$ cat config.mk
export PLATFORM = sky130hd
export DESIGN_NAME = stage_mem
export DESIGN_NICKNAME = d
export VERILOG_FILES = /design/src/rtl/stage_mem.sv
export SDC_FILE = /design/constraint.sdc
export NUM_CORES = 1
export LEC_CHECK = 0
export ABC_AREA = 1
export CAP_MARGIN = 20
export CELL_PAD_IN_SITES_DETAIL_PLACEMENT = 0
export CELL_PAD_IN_SITES_GLOBAL_PLACEMENT = 1
export CORE_ASPECT_RATIO = 0.7
export CORE_MARGIN = 2
export CORE_UTILIZATION = 24
export DETAILED_ROUTE_END_ITERATION = 8
export GPL_TIMING_DRIVEN = 0
export HOLD_SLACK_MARGIN = 0.02
export PLACE_DENSITY_LB_ADDON = 0.1
export SYNTH_ARGS = -nofsm -noshare
export SYNTH_HDL_FRONTEND = slang
export SYNTH_SLANG_ARGS = --single-unit
$ cat constraint.sdc
create_clock -name clk -period 4.31 [get_ports clk]
set_input_delay 0.6465 -clock clk [delete_from_list [all_inputs] [get_ports clk]]
set_output_delay 0.6465 -clock clk [all_outputs]
set_load 0.05 [all_outputs]
$ cat src/rtl/stage_mem.sv
// stage_mem: memory-access pipeline stage.
// Issues data-memory requests over a req/ready handshake. Generates store byte enables and
// lane-replicated write data. Flags misaligned accesses and stalls upstream while the memory
// inserts wait states. Registers the MEM/WB pipeline state; load data is passed through as
// the raw aligned word, and writeback does byte/half selection.
//
// Optional feature: define MEM_TIMEOUT_EN to abort a request after TIMEOUT_CYCLES wait
// cycles. The abort pulses mem_bus_err and sends a bubble to WB.
//
// Ports:
//   clk, rst                 clock, asynchronous active-high reset
//   me_*                     EX/MEM register contents (held stable by upstream while stalled)
//   dmem_req/we/addr/wdata/be  request to data memory
//   dmem_ready, dmem_rdata   completion and read word from data memory
//   mem_stall                hold all upstream stages
//   mem_misalign             misaligned access (no request issued)
//   mem_bus_err              wait-state timeout (always 0 unless MEM_TIMEOUT_EN)
//   wb_*                     MEM/WB register outputs
module stage_mem #(
    parameter int unsigned TIMEOUT_CYCLES = 16
) (
    input  logic        clk,
    input  logic        rst,
    input  logic        me_valid,
    input  logic [31:0] me_alu_o,
    input  logic [31:0] me_regs_data2,
    input  logic        me_mem_read,
    input  logic        me_mem_write,
    input  logic        me_mem2reg,
    input  logic        me_regwrite,
    input  logic [2:0]  me_func3_code,
    input  logic [4:0]  me_rd,
    output logic        dmem_req,
    output logic        dmem_we,
    output logic [31:0] dmem_addr,
    output logic [31:0] dmem_wdata,
    output logic [3:0]  dmem_be,
    input  logic        dmem_ready,
    input  logic [31:0] dmem_rdata,
    output logic        mem_stall,
    output logic        mem_misalign,
    output logic        mem_bus_err,
    output logic        wb_valid,
    output logic        wb_mem2reg,
    output logic        wb_regwrite,
    output logic [31:0] wb_mem_data,
    output logic [31:0] wb_alu_o,
    output logic [2:0]  wb_func3_code,
    output logic [4:0]  wb_rd
);

    typedef enum logic [0:0] {StIdle, StWait} state_e;

    state_e      state_q, state_d;
    logic        access;
    logic        misalign;
    logic        timeout;
    logic        req;
    logic        bubble;
    logic [3:0]  be;
    logic [31:0] wdata;

    assign access   = me_valid & (me_mem_read | me_mem_write);
    assign misalign = access & (((me_func3_code[1:0] == 2'b01) & me_alu_o[0]) |
                                ((me_func3_code[1:0] == 2'b10) & (|me_alu_o[1:0])));

`ifdef MEM_TIMEOUT_EN
    localparam int unsigned CntW = $clog2(TIMEOUT_CYCLES + 1);

    logic [CntW-1:0] cnt_q;

    // Counts stall cycles of the current request; the first one is spent in IDLE.
    always_ff @(posedge clk or posedge rst) begin
        if (rst) begin
            cnt_q <= '0;
        end else if (state_d == StIdle) begin
            cnt_q <= '0;
        end else if (mem_stall) begin
            cnt_q <= cnt_q + 1'b1;
        end
    end

    assign timeout = (state_q == StWait) && (cnt_q == CntW'(TIMEOUT_CYCLES));
`else
    logic unused_timeout_cycles;
    assign unused_timeout_cycles = ^TIMEOUT_CYCLES;
    assign timeout = 1'b0;
`endif

    always_ff @(posedge clk or posedge rst) begin
        if (rst) begin
            state_q <= StIdle;
        end else begin
            state_q <= state_d;
        end
    end

    always_comb begin
        state_d = state_q;
        req     = 1'b0;
        unique case (state_q)
            StIdle: begin
                if (access && !misalign) begin
                    req = 1'b1;
                    if (!dmem_ready) state_d = StWait;
                end
            end
            StWait: begin
                // me_* are held by upstream, so the request stays valid without re-decoding.
                if (timeout) begin
                    state_d = StIdle;
                end else begin
                    req = 1'b1;
                    if (dmem_ready) state_d = StIdle;
                end
            end
            default: state_d = StIdle;
        endcase
    end

    // Store lane steering; loads enable every byte of the word.
    always_comb begin
        be    = 4'b0000;
        wdata = me_regs_data2;
        if (access) begin
            be = 4'b1111;
            if (me_mem_write) begin
                unique case (me_func3_code[1:0])
                    2'b00: begin
                        be    = 4'b0001 << me_alu_o[1:0];
                        wdata = {4{me_regs_data2[7:0]}};
                    end
                    2'b01: begin
                        be    = me_alu_o[1] ? 4'b1100 : 4'b0011;
                        wdata = {2{me_regs_data2[15:0]}};
                    end
                    default: be = 4'b1111;
                endcase
            end
        end
    end

    // Reset gates the combinational outputs so a pending request drops immediately.
    assign dmem_req     = req & ~rst;
    assign dmem_we      = dmem_req & me_mem_write;
    assign dmem_addr    = rst ? 32'd0 : {me_alu_o[31:2], 2'b00};
    assign dmem_wdata   = rst ? 32'd0 : wdata;
    assign dmem_be      = rst ? 4'd0 : be;
    assign mem_stall    = dmem_req & ~dmem_ready;
    assign mem_misalign = misalign & ~rst;
    assign mem_bus_err  = timeout & ~rst;

    assign bubble = misalign | timeout;

    always_ff @(posedge clk or posedge rst) begin
        if (rst) begin
            wb_valid      <= 1'b0;
            wb_mem2reg    <= 1'b0;
            wb_regwrite   <= 1'b0;
            wb_mem_data   <= 32'd0;
            wb_alu_o      <= 32'd0;
            wb_func3_code <= 3'd0;
            wb_rd         <= 5'd0;
        end else if (mem_stall) begin
            // Held instruction must not write back twice.
            wb_valid <= 1'b0;
        end else begin
            wb_valid      <= me_valid & ~bubble;
            wb_mem2reg    <= me_mem2reg & ~bubble;
            wb_regwrite   <= me_regwrite & ~bubble;
            wb_mem_data   <= (req & me_mem_read) ? dmem_rdata : 32'd0;
            wb_alu_o      <= me_alu_o;
            wb_func3_code <= me_func3_code;
            wb_rd         <= me_rd;
        end
    end

endmodule

==> summary.txt <==
Outcome
  – Outcome: complete, no violations

STA
  – Finish-stage setup viols: 0
  – Setup TNS: 0 ns
  – RSZ-0062 raised after global routing: no
  – Rel. slew slack: between 60 and 70%
  – Worst-margin pin slew: between 0.5 and 0.6 ns
  – Clk_skew: 0.00864 ns
  – Hold Vio Cnt, Final: 0
  – Fin crit period: around 3.8 ns
  – Final Worst Setup Slack: 0.499 ns
  – Fin Hold WS: 0.509 ns
  – Final slew viol count: 0
  – Fmax: ~260 MHz
  – Fin crit share: roughly 88%

Die
  – Die Y: 113 um
  – Starting Density: 24.8%
  – Core area: ~16,000 um2
  – Die extent in x: 160 um
  – Die area: 18,100 um2
  – # IOs: 260
  – Rows: 39

Power and ir drop
  – Pwr Total: 2.34 mW
  – Power share of the clock group: between 30 and 40%
  – Sw frac: 37.7%
  – Max VDD drop: between 100 and 150 uV
  – PwrDens: 324 nW/um2
  – Power Internal: about 1.5 mW
  – Gate power share: 35.7%
  – Power share of the sequential group: 34.0%
  – P_sw: 0.883 mW
  – LEAKAGE: 3.66 nW

Hold path
  – Worst Hold Class: reg2reg
  – Hold_sp: wb_mem_data[7]

Setup path
  – Reg2reg start: state_q
  – Slowest stage delay, CP: just over 0.8 ns
  – Critical path cell sequence: clkdlybuf4s50_1 -> nand3_2 -> nor2_1 -> inv_1 -> o21ai_0 -> a21oi_1 -> nor2_1 -> clkdlybuf4s50_1
  – Worst path required time: 3.66 ns
  – WP data arrival: 3.16 ns
  – CP max stage cell: clkdlybuf4s50_1
  – CP Class: in2out
  – CP Launch Type: primary input
  – Bufs and invs on worst path: 3
  – Worst-path maximum fanout: 9
  – Family with the most delay on the worst path: buffers and inverters
  – Critical path endpoint category: primary output
  – Critical Path Source: me_mem_write

Layout
  – Design area: 7230 um2
  – # diodes: 0
  – Area Growth Syn to Fin: 77.1%
  – Non-filler instance count after layout: 1,094
  – Fin util: a little over two fifths
  – Fin nets: 976
  – Ratio of cells with drive above 1 in the final layout: 4.83%

CTS
  – CTS buffer count: 9
  – Longest Clk Path Bufs: 2
  – CTS tree: done
  – Setup bufs post-CTS: 0
  – Skew-Pair Late Insertion Delay: 0.34 ns
  – CTS sink count: 76
  – CTS root buf: clkbuf_16
  – Hold bufs inserted after CTS: 0
  – CTS resizes: 0
  – CTS clk-pin slew, worst paths: 0.06 ns
  – Htree depth: 3

Synth
  – Post-synthesis sequential element count: 76
  – Cells after synthesis: slightly below 600
  – Synth cell types: 23
  – Post-Synthesis Cell Area: 4080 um2
  – Main flop type after synthesis: dfrtp_1
  – Top-count cell post-synth: nand2_1
  – Async S/R FF share, synth: 100%
  – Register area share after synthesis: ~47%
  – Commonest cells post-synth: nand2_1 (154), inv_1 (129), nor2_1 (84)
  – Synth top area share: 46.6%
  – Synth Area per Inst: 6.86 um2
  – Yosys warning total: 0
  – Area leader, netlist: dfrtp_1
  – Top post-synthesis cells by area: dfrtp_1 (47%), nand2_1 (14%), inv_1 (12%)
  – Post-synth EDFFs: 0

Drt
  – DR pass1 iterations: 4
  – Post-route ant nets: 0
  – Routed wire length: 15,100 um
  – Via density: between 4 and 5
  – Routed WL per cell: approximately 14 um
  – Via count: 4,478
  – Initial DRC count: between 200 and 300
  – DRC: 0

Placed design
  – Routability cong.: 0.816
  – PortBufs: 255
  – Area after DPL: between 6000 and 7000 um2
  – Pre-CTS setup slack: 0.485 ns
  – DP Wirelength: 11,900 um
  – Cell count after placement: 1,078

Global routing
  – Initial antenna violation count: 0
  – Gr ovfl total: 0
  – Global-route usage over all layers: 16.5%
  – Largest net degree at the start of global routing: 64
  – First-pass GRT wire length: roughly 24,000 um
  – Vias in the first global route: about 4,400

Job
  – Maxcap violations: 0
==> kinds of logic (layout without fill, tap and decap cells) <==
group                  after synthesis  after routing  synth area share (%)
buffers and inverters              164            436                  16.2
AOI/OAI and AO/OA                   76             76                  9.65
DFF                                 76             76                  46.6
and+or+nand+nor                    278            278                  27.4
other                                1              3                0.0919
==> sequential cells by signal, summed over array words and instances, names as in the netlist <==
register and flops:
wb_func3_code 3, wb_mem_data 32, wb_rd 5, wb_mem2reg 1, wb_valid 1, wb_alu_o 32, state_q 1, wb_regwrite 1
==> power by group through the flow <==
stage	combinational, mW	clock (mW)	sequential [mW]
final	0.835	0.710	0.797
after global routing	0.890	0.768	0.805
after CTS	0.846	0.736	0.797
after detailed placement	0.843	0	0.809
after global placement	0.839	0	0.808
after floorplan	0.299	0	0.997
==> area by class of cell <==
class | instances | area [um2]
fill | 1724 | 9260
timing repair buffer | 256 | 2580
sequential | 76 | 1900
multi-input combinational | 357 | 1530
inverter | 131 | 492
tap | 225 | 282
clock buffer | 10 | 229
buffer | 33 | 175
clock inverter | 6 | 47.5
==> path summary, 6_finish.rpt <==
path                                          to  slack (ns)  cells after the start
worst max register to register       wb_regwrite        2.93                      5
worst max-delay path              dmem_wdata[29]        0.50                      8
max in group asynchronous       wb_func3_code[1]        2.97                      4
worst min register to register    wb_mem_data[7]        0.51                      2
min in group asynchronous        wb_mem_data[20]        0.72                      3
worst min-delay path              wb_mem_data[7]        0.51                      2
==> cells in the final DEF, fill, tap and decap left out, types with 3 or more instances in the layout <==
master	count
o21ai_0	47
buf_4	3
clkdlybuf4s50_1	255
nor2_1	84
a21oi_1	21
clkbuf_1	14
buf_6	3
dfrtp_1	76
conb_1	3
buf_2	11
nand3_1	34
a31oi_1	5
clkinvlp_4	4
clkbuf_16	9
inv_1	129
nand2_1	154
==> worst reg2reg max path, cell delays in order, from the launching register on <==
cell	delay, ns
dfrtp_1	0.36
inv_1	0.09
nand2_2	0.09
nand3_4	0.14
clkbuf_1	0.40
o21ai_0	0.16
==> per-layer routing <==
metal	up-vias	wire [um]	GRT usage, %
met3	12	1450	6.63
met2	159	6730	25.5
met1	2007	6720	21.6
met4	0	173	4.20
met5	-	0	0
li1	2300	-	-
Note: power is estimated with default switching activity, not from simulation.
